===== src/rtl/boreal_gate_pkg.sv =====
// Shared status codes, FSM state encoding and the address legality rule for the
// Gate master port.
package boreal_gate_pkg;

  localparam logic [1:0] ST_OK          = 2'd0;
  localparam logic [1:0] ST_TIMEOUT     = 2'd1;
  localparam logic [1:0] ST_VERIFY_FAIL = 2'd2;
  localparam logic [1:0] ST_BAD_ADDR    = 2'd3;

  typedef enum logic [1:0] {
    IDLE   = 2'd0,
    ACCESS = 2'd1,
    VERIFY = 2'd2,
    RESP   = 2'd3
  } state_t;

  // Word-aligned and inside the bank.
  function automatic logic addr_ok(input logic [31:0] addr, input int unsigned span);
    return (addr[1:0] == 2'b00) && (addr < span);
  endfunction

endpackage


===== src/rtl/boreal_gate_timeout.sv =====
// Bus-wait watchdog: clr reloads zero, tick counts a wait cycle; expire flags the
// tick that would reach LIMIT. Combinational expire, no backpressure.
module boreal_gate_timeout #(
  parameter int unsigned LIMIT = 16
) (
  input  logic clk,
  input  logic rst,
  input  logic clr,
  input  logic tick,
  output logic expire
);

  logic [15:0] cnt;

  always_ff @(posedge clk) begin
    if (rst || clr) begin
      cnt <= '0;
    end else if (tick) begin
      cnt <= cnt + 16'd1;
    end
  end

  assign expire = tick && (cnt == 16'(LIMIT - 1));

endmodule


===== src/rtl/boreal_gate_io_master.sv =====
// Gate master: one command -> one bus word access (+ optional read-back), 2 cycles
// to response (3 when verified) on a zero-wait slave; holds the response until rsp_ready.
module boreal_gate_io_master
  import boreal_gate_pkg::*;
#(
  parameter int unsigned ADDR_SPAN      = 1024,
  parameter int unsigned TIMEOUT_CYCLES = 16,
  parameter int unsigned ERR_CNT_W      = 16
) (
  input  logic                 clk,
  input  logic                 rst,
  input  logic                 cmd_valid,
  output logic                 cmd_ready,
  input  logic                 cmd_wr,
  input  logic                 cmd_verify,
  input  logic [31:0]          cmd_addr,
  input  logic [31:0]          cmd_wdata,
  output logic                 rsp_valid,
  input  logic                 rsp_ready,
  output logic [1:0]           rsp_status,
  output logic [31:0]          rsp_rdata,
  output logic                 m_sel,
  output logic                 m_wr,
  output logic [31:0]          m_addr,
  output logic [31:0]          m_wdata,
  input  logic [31:0]          m_rdata,
  input  logic                 m_ack,
  output logic [ERR_CNT_W-1:0] err_count,
  output logic                 busy
);

  state_t state, state_d;
  logic verify_q, verify_d;
  logic rsp_valid_d, m_sel_d, m_wr_d;
  logic [1:0] rsp_status_d;
  logic [31:0] rsp_rdata_d, m_addr_d, m_wdata_d;
  logic [ERR_CNT_W-1:0] err_count_d;
  logic on_bus, expire;

  assign on_bus = (state == ACCESS) || (state == VERIFY);

  boreal_gate_timeout #(.LIMIT(TIMEOUT_CYCLES)) u_timeout (
    .clk    (clk),
    .rst    (rst),
    .clr    (!on_bus || m_ack),
    .tick   (on_bus && !m_ack),
    .expire (expire)
  );

  always_ff @(posedge clk) begin
    if (rst) begin
      state      <= IDLE;
      verify_q   <= 1'b0;
      cmd_ready  <= 1'b0;
      rsp_valid  <= 1'b0;
      rsp_status <= ST_OK;
      rsp_rdata  <= '0;
      m_sel      <= 1'b0;
      m_wr       <= 1'b0;
      m_addr     <= '0;
      m_wdata    <= '0;
      err_count  <= '0;
      busy       <= 1'b0;
    end else begin
      state      <= state_d;
      verify_q   <= verify_d;
      cmd_ready  <= (state_d == IDLE);
      rsp_valid  <= rsp_valid_d;
      rsp_status <= rsp_status_d;
      rsp_rdata  <= rsp_rdata_d;
      m_sel      <= m_sel_d;
      m_wr       <= m_wr_d;
      m_addr     <= m_addr_d;
      m_wdata    <= m_wdata_d;
      err_count  <= err_count_d;
      busy       <= (state_d != IDLE);
    end
  end

  always_comb begin
    state_d      = state;
    verify_d     = verify_q;
    rsp_valid_d  = rsp_valid;
    rsp_status_d = rsp_status;
    rsp_rdata_d  = rsp_rdata;
    m_sel_d      = m_sel;
    m_wr_d       = m_wr;
    m_addr_d     = m_addr;
    m_wdata_d    = m_wdata;
    err_count_d  = err_count;
    case (state)
      IDLE: begin
        if (cmd_valid && cmd_ready) begin
          if (!addr_ok(cmd_addr, ADDR_SPAN)) begin
            state_d      = RESP;
            rsp_valid_d  = 1'b1;
            rsp_status_d = ST_BAD_ADDR;
            rsp_rdata_d  = '0;
          end else begin
            state_d   = ACCESS;
            m_sel_d   = 1'b1;
            m_wr_d    = cmd_wr;
            m_addr_d  = cmd_addr;
            m_wdata_d = cmd_wdata;
            verify_d  = cmd_wr && cmd_verify;
          end
        end
      end
      ACCESS: begin
        if (m_ack) begin
          m_wr_d = 1'b0;
          if (verify_q) begin
            // Keep m_sel up: the read-back follows the write with no gap.
            state_d = VERIFY;
          end else begin
            state_d      = RESP;
            m_sel_d      = 1'b0;
            rsp_valid_d  = 1'b1;
            rsp_status_d = ST_OK;
            rsp_rdata_d  = m_wr ? 32'd0 : m_rdata;
          end
        end else if (expire) begin
          state_d      = RESP;
          m_sel_d      = 1'b0;
          m_wr_d       = 1'b0;
          rsp_valid_d  = 1'b1;
          rsp_status_d = ST_TIMEOUT;
          rsp_rdata_d  = '0;
        end
      end
      VERIFY: begin
        if (m_ack) begin
          state_d      = RESP;
          m_sel_d      = 1'b0;
          rsp_valid_d  = 1'b1;
          rsp_status_d = (m_rdata == m_wdata) ? ST_OK : ST_VERIFY_FAIL;
          rsp_rdata_d  = m_rdata;
        end else if (expire) begin
          state_d      = RESP;
          m_sel_d      = 1'b0;
          rsp_valid_d  = 1'b1;
          rsp_status_d = ST_TIMEOUT;
          rsp_rdata_d  = '0;
        end
      end
      RESP: begin
        if (rsp_ready) begin
          state_d     = IDLE;
          rsp_valid_d = 1'b0;
          if (rsp_status != ST_OK && err_count != '1) begin
            err_count_d = err_count + ERR_CNT_W'(1);
          end
        end
      end
      default: state_d = IDLE;
    endcase
  end

endmodule


===== config.mk =====
export PLATFORM = sky130hd
export DESIGN_NAME = boreal_gate_io_master
export DESIGN_NICKNAME = d
export VERILOG_FILES = /design/src/rtl/boreal_gate_pkg.sv /design/src/rtl/boreal_gate_timeout.sv /design/src/rtl/boreal_gate_io_master.sv
export SDC_FILE = /design/constraint.sdc
export NUM_CORES = 1
export LEC_CHECK = 0
export CAP_MARGIN = 20
export CORE_ASPECT_RATIO = 0.5
export CORE_MARGIN = 5
export CORE_UTILIZATION = 47
export DETAILED_ROUTE_END_ITERATION = 8
export GPL_TIMING_DRIVEN = 0
export PLACE_DENSITY = 0.86
export RECOVER_POWER = 50
export SYNTH_ARGS = -nofsm -noshare
export SYNTH_HDL_FRONTEND = slang
export SYNTH_SLANG_ARGS = --single-unit

===== constraint.sdc =====
create_clock -name clk -period 5.5 [get_ports clk]
set_clock_uncertainty 0.2 [all_clocks]
set_input_delay 1.65 -clock clk [delete_from_list [all_inputs] [get_ports clk]]
set_output_delay 1.65 -clock clk [all_outputs]
set_load 0.02 [all_outputs]

# Yosys cells after proc, flatten, opt, wreduce, memory -nomap -nowiden
# Cells that the tools add are included.
classes:
  n_addsub: 2
  multipliers: 0
  div_mod_pow: 0
  order_cmp: 1
  eq_ne: 12
  shift: 0
  muxes: 44
  n_bitwise: 0
  reduce_logical: 24
op_table:
  columns: ["op", "count"]
  rows:
  - ["$mux W32", 7]
  - ["$pmux W32 S3", 1]
  - ["$add A16 B1 Y16 const B", 2]
  - ["$eq A32 B32 Y1", 1]
  - ["$lt A32 B11 Y1 const B", 1]
  - ["$mux W2", 13]
  - ["$mux W1", 18]
  - ["$eq A16 B4 Y1 const B", 1]
  - ["$ne A16 B16 Y1 const B", 1]
  - ["$reduce_and A4 Y1", 4]
  - ["$ne A2 B2 Y1 const B", 4]
  - ["$pmux W2 S4", 1]
  - ["$logic_and A1 B1 Y1", 6]
  - ["$logic_not A2 Y1", 3]
  - ["$ne A3 B3 Y1 const B", 2]
  - ["$pmux W2 S3", 1]
  - ["$reduce_and A3 Y1", 2]
  - ["$reduce_bool A2 Y1", 3]
  - ["$eq A2 B2 Y1 const B", 2]
  - ["$pmux W1 S4", 1]
  - ["$logic_or A1 B1 Y1", 3]
  - ["$pmux W1 S3", 1]
  - ["$reduce_bool A3 Y1", 1]
  - ["$eq A2 B1 Y1 const B", 1]
  - ["other kinds (2)", 3]
totals:
  ff_bits: 138
  latchBits: 0
  ramBits: 0
  mem_bits_ro: 0
  wordCells: 96
  mem_count: 0

# Longest topological paths before layout
# Gate-level depths: netlist of the first run.
depth:
  depth_word: 8
  ltp_mapped: 9
  depth_no_buf: 7

# By module
# Synthesis of the first run repeated with hierarchy kept, for this count alone.
hier_totals:
  hier_cells: 617
  hier_area_um2: 5587.9
modules_own_cells:
  columns: ["mod", "instances", "cells_each", "area_each_um2"]
  rows:
  - ["boreal_gate_io_master", 1, 527, 4797.1]
  - ["boreal_gate_timeout", 1, 90, 790.8]

# Least setup slack after synthesis of the first run
# No wires, ideal clock.
synth_path:
  kind: "input -> register"
  start: "input cmd_addr[12]"
  end: "register m_addr[12]"
  setup_ns: 0.115
  t_arrival_ns: 3.154
  required_time_ns: 5.185
  setup_slack_ns: 2.031
  cell_stages: 6
  path_buffers: 1
  cell_sequence: "or4_1 > or2_4 > nor3_4 > nor2_2 > buf_6 > and2_1"
synth_via:
  elab_chain_len: 3
synth_lines:
  columns: ["element", "line_no", "rtl"]
  rows:
  - ["start, declared", "boreal_gate_io_master.sv:16", "input logic [31:0] cmd_addr,"]
  - ["$lt A32 B11 Y1", "boreal_gate_pkg.sv:19", "return (addr[1:0] == 2'b00) && (addr < span);"]
  - ["$logic_and A1 B1 Y1", "boreal_gate_pkg.sv:19", null]
  - ["$reduce_and A3 Y1 (no source line)", null, null]
  - ["end signal, assigned", "boreal_gate_io_master.sv:73", "m_addr <= m_addr_d;"]
  - ["end, declared", "boreal_gate_io_master.sv:24", "output logic [31:0] m_addr,"]
# Parallel ways exist; a longest one is shown, timed or not.
# A chain may end at the register's enable or synchronous reset.

# Final worst setup path of the first run
layout_path:
  start: "input cmd_addr[12]"
  end: "register rsp_rdata[29]"
layout_via:
  elab_chain_len: 4
layout_lines:
  columns: ["element", "line_no", "rtl"]
  rows:
  - ["$lt A32 B11 Y1", "boreal_gate_pkg.sv:19", null]
  - ["$logic_and A1 B1 Y1", "boreal_gate_pkg.sv:19", null]
  - ["$ne A2 B2 Y1 (no source line)", null, null]
  - ["$reduce_and A4 Y1 (no source line)", null, null]
  - ["end signal, assigned", "boreal_gate_io_master.sv:70", "rsp_rdata <= rsp_rdata_d;"]
  - ["end, declared", "boreal_gate_io_master.sv:21", "output logic [31:0] rsp_rdata,"]
# No other way between the ends.

==> results of run 1 <==
==> metrics by stage <==
| stage | setup slack, ns | area [µm²] | total power [mW] | utilization (%) |
|---|---|---|---|---|
| after floorplan | 2.03 | 5590 | 1.29 | - |
| after global routing | 1.55 | 8600 | 2.72 | 73.3 |
| final | 1.69 | 8600 | 2.63 | 73.3 |
| after global placement | 1.42 | 7990 | 1.47 | 68.1 |
| after detailed placement | 1.36 | 7990 | 1.48 | 68.1 |
| after CTS | 1.80 | 8600 | 2.65 | 73.3 |
==> cell type report <==
cell class                      count  area [µm²]
Inverter                           12        45.0
Clock buffer                       18         439
Clock inverter                     13         168
Sequential cell                   138        2760
Buffer                             31         170
Fill cell                         839        3140
Multi-Input combinational cell    423        2610
Timing Repair Buffer              219        2190
Tap cell                          165         206
==> sequential cells by signal, summed over array words and instances, names as in the netlist <==
register	flops
rsp_rdata	32
m_wdata	32
m_addr	32
err_count	16
verify_q	1
m_wr	1
cmd_ready	1
m_sel	1
state	2
rsp_valid	1
u_timeout.cnt	16
rsp_status	2
busy	1
==> tightest hold or removal path, cell delays in order, from the launching register on <==
cell and delay, ns:
dfxtp_1 0.31, nand2_1 0.05, a21oi_1 0.05
==> layout by cell type (no fill, tap or decap), types with 14 or more instances in the layout <==
cell	count
dfxtp_1	138
clkdlybuf4s50_1	115
dlygate4sd3_1	104
nand2_1	93
a21oi_1	58
xor2_1	37
nor2_1	33
a22o_1	32
and2_1	25
clkbuf_1	18
clkbuf_16	17
nor4_1	16
xnor2_1	16
nand3_1	14
==> layer usage <==
layer | up-vias | global-route usage [%]
li1 | 2596 | -
met1 | 2570 | 28.7
met2 | 170 | 43.3
met3 | 35 | 5.20
met4 | 0 | 8.45
met5 | - | 0
==> report_power, final <==
group | total (mW) | switching, mW | internal, mW | leakage, nW
sequential | 1.05 | 0.0241 | 1.03 | 1.11
combinational | 0.400 | 0.218 | 0.182 | 2.09
clock | 1.18 | 0.451 | 0.727 | 0.293
==> kinds of logic after synthesis <==
kind of cell             synth area share [%]
AND/OR/NAND/NOR                          20.7
flip-flops                               49.4
AO/OA/AOI/OAI                            15.7
XOR/XNOR                                 8.30
buffers and inverters                    3.85
adder cells (fa/ha/maj)                  1.57
multiplexers                            0.559
==> worst max-delay path by stage <==
stage,start,endpoint
2_1_floorplan,cmd_addr[12],m_addr[12]
3_3_place_gp,cmd_addr[12],m_addr[26]
3_5_place_dp,cmd_addr[12],rsp_rdata[3]
4_1_cts,cmd_addr[12],rsp_rdata[3]
5_1_grt,cmd_addr[12],rsp_rdata[3]
6_report,cmd_addr[12],rsp_rdata[29]
==> run metrics, run 1 <==
Synth top area share=49.4%; routability congestion estimate from global placement=0.852; post-synthesis async set-or-reset flop share=0%; Cells after DPL=988; Syn Inst Count=604; crit share post-route=69.4%; CP peak stage delay=0.54 ns; initial antenna violation count=0; flop-to-flop setup slack=2.69 ns; Max clock buf depth=2; TritonRoute pass-1 iters=5; post-synth cell types=52; Cells on Worst Hold Path=2; Synth Flop Type=dfxtp_1; LEAKAGE=3.49 nW; Overall Global Routing Usage=24.1%; sequential share of the synthesized area=49.4%; Slew @ Worst Pin=0.843 ns; run status=completed; Max H-tree Level=4; Setup-failing EPs final=0; area leader, netlist=dfxtp_1; Clock Tree Root=clkbuf_16; Hold Vio Cnt, Final=0; DRC=0; worst path arrival time=3.96 ns; post-route minimum period=3.81 ns; RSZ-0062 raised after global routing=no; ANT cells=0; WL per Instance=17.2 µm; insertion delay to the later sink of the worst-skew pair=0.41 ns; clk sinks=138; yosys warns=0; nets=952; fin cells=1019; CP startpoint kind=primary input; Die Area=14300 µm²; DRT iter0 DRCs=323; worst-path maximum fanout=10; headroom to the max-slew limit=43.5%; critical setup path kind=primary input to register; commonest cells in the netlist=138 x dfxtp_1, 93 x nand2_1, 58 x a21oi_1, 37 x xor2_1; via count=5371; Crit. End Element=register; most common cell in the synthesized netlist=dfxtp_1; setup bufs post-CTS=0; Overflow after GRT=0; Min Hold Slack=0.251 ns; io pins=222; final wirelength=17600 µm; reg2reg start=state[1]; FF-to-FF path depth=9; largest net degree at the start of global routing=17; CTS buffer count=17; die height=87.1 µm; Die X=164 µm; worst hold endpoint=m_addr[2]; HP Class=register to register; FMAX=0.262 GHz; net count after synthesis=714; uppermost layer routed=met4; PortBufs=219; Critical R2R Capture=rsp_rdata[29]; metal3 WL=918 µm; fin. max-slew vios=0; WP buf/inv=2; Detail Route Antenna Nets=0; critical path cell sequence=clkdlybuf4s50_1, or4_1, nor2_1, a31oi_4, a21oi_1, buf_2, a22o_1; PwrDens=306 nW/µm²; mapped cell area=5590 µm²; Post-CTS Resized=0; Crit-path slowest cell=or4_1; worst hold start=m_addr[2]; first-pass GRT wire length=27100 µm; DRT met1 WL=7330 µm; Worst Path Required=5.65 ns; Setup Total Neg Slack=0 ns; Final HPWL DP=13100 µm; Synth area leaders=dfxtp_1 49%, nand2_1 6.2%, xor2_1 5.8%; synth-to-layout area growth=53.7%; VDD IR-drop max=223 µV; cell row count=28; CTS tree=done; CTS Hold Bufs=0; DR WL met2=8870 µm; #FFs+latches synth=138; CP top delay family=simple AND/OR/NAND/NOR gates; synthesized area per cell=9.26 µm²; Core ar.=11700 µm²; Post-synth EDFFs=0; Clock Pin Slew Worst Setup and Hold Paths=0.06 ns; Vias/cell=5.27; max-cap violations=0; vias in the first global route=5354; ratio of cells with drive above 1 in the final layout=6.21%; WP depth=7; initial cell density of the core=47.7%
(Power assumes the default switching activity.)
==> run 2: changes to the inputs <==
CORE_UTILIZATION = 39   (was 47)
PLACE_DENSITY = 0.76   (was 0.86)
clock period = 3.1 ns   (was 5.5 ns; I/O delays follow)
==> run metrics, run 2 (synthesis results as in run 1) <==
first-pass GRT wire length=26900 µm; PwrDens=542 nW/µm²; Max H-tree Level=4; Crit-path slowest cell=or4_1; WP buf/inv=2; CP peak stage delay=0.59 ns; Pwr Total=4.70 mW; fin. max-slew vios=0; run status=completed; CTS Hold Bufs=0; insertion delay to the later sink of the worst-skew pair=0.41 ns; final wirelength=17800 µm; Detail Route Antenna Nets=0; VDD IR-drop max=453 µV; Max clock buf depth=2; cell row count=30; final core occ=62.7%; synth-to-layout area growth=54.9%; Clock Pin Slew Worst Setup and Hold Paths=0.06 ns; initial cell density of the core=40.5%; ANT cells=0; TritonRoute pass-1 iters=4; CP startpoint kind=primary input; initial antenna violation count=0; CTS buffer count=17; critical path cell sequence=clkdlybuf4s50_1, or4_1, nor2_2, nand3_1, clkbuf_1, nand2_1, a21oi_1; crit share post-route=93.4%; clk sinks=138; fin cells=1049; Setup-failing EPs final=0; post-route minimum period=2.89 ns; Die X=179 µm; LEAKAGE=3.54 nW; Cells after DPL=1015; CTS tree=done; WL per Instance=16.9 µm; Final HPWL DP=13700 µm; PortBufs=219; Crit. End Element=register; Overall Global Routing Usage=20.3%; Worst Path Required=3.16 ns; biggest regs=m_addr (32), m_wdata (32), rsp_rdata (32); die height=94.7 µm; CP top delay family=simple AND/OR/NAND/NOR gates; io pins=222; FMAX=0.345 GHz; max-cap violations=0; Vias/cell=5.01; Slew @ Worst Pin=0.909 ns; via count=5257; Hold Vio Cnt, Final=0; worst path arrival time=2.96 ns; headroom to the max-slew limit=39.2%; RSZ-0062 raised after global routing=no; largest net degree at the start of global routing=17; routability congestion estimate from global placement=0.798; DRT iter0 DRCs=316; commonest non-fill, non-tap cell in the layout=dfxtp_1; vias in the first global route=5075; ratio of cells with drive above 1 in the final layout=6.65%; commonest non-fill, non-tap cells in the layout=138 x dfxtp_1, 114 x dlygate4sd3_1, 105 x clkdlybuf4s50_1; Core ar.=13800 µm²; nets=954; Clock Tree Root=clkbuf_16; worst-path maximum fanout=10; HP Class=register to register; critical setup path kind=primary input to register; Die Area=17000 µm²; Overflow after GRT=0; DRC=0
## run 2: changes by cell type in the layout (fill, tap and decap cells not counted), moves of 2 or more
cell / previous run / this run
buf_4: 0 / 2
clkinvlp_4: 2 / 4
clkinv_2: 2 / 0
clkdlybuf4s50_1: 115 / 105
dlygate4sd3_1: 104 / 114
## run 2: power by group
group          switching, mW  internal (mW)
logic                  0.386          0.323
clock network          0.806           1.32
registers             0.0385           1.82
total                   1.23           3.47
## run 2: timing repair
item | CTS | global route
gates resized for setup | 0 | 3
setup buffers | 0 | 2
setup endpoints to repair | 0 | 46
## run 2: worst paths after layout
path | start | to | slack (ns) | depth (start not counted)
setup / recovery | cmd_addr[12] | m_wdata[7] | 0.21 | 7
hold / removal | m_addr[4] | m_addr[4] | 0.25 | 2
setup reg to reg | state[1] | rsp_rdata[2] | 0.25 | 9
hold reg to reg | m_addr[4] | m_addr[4] | 0.25 | 2
## run 2: tightest hold or removal path: stages (launching register included)
cell and delay [ns]:
dfxtp_1 0.30, nand2_1 0.05, a21oi_1 0.05
## run 2: layout make-up
cell class / count / area, µm²
buffer: 31 / 171
clock buffer: 20 / 457
clock inverter: 12 / 164
fill: 1181 / 5150
inverter: 12 / 45.0
multi-input combinational: 423 / 2620
sequential: 138 / 2760
tap: 192 / 240
timing repair buffer: 221 / 2210
## run 2: routing by layer
metal / vias to the layer above / wire, µm / track usage (%)
met4: 0 / 331 / 6.14
met2: 142 / 8750 / 35.3
met1: 2492 / 7710 / 25.3
met3: 21 / 964 / 4.60
met5: - / 0 / 0
li1: 2602 / - / -
## run 2: stage by stage
stage	hold slack (ns)	setup TNS, ns	setup slack [ns]	instance area, µm²
finish	0.249	0	0.205	8670
global route	0.269	0	0.0125	8670
CTS	0.254	0	0.0839	8650
detailed placement	0.245	-27.75	-0.357	8030
global placement	0.242	-24.79	-0.333	8030
floorplan	0.226	0	0.351	5590
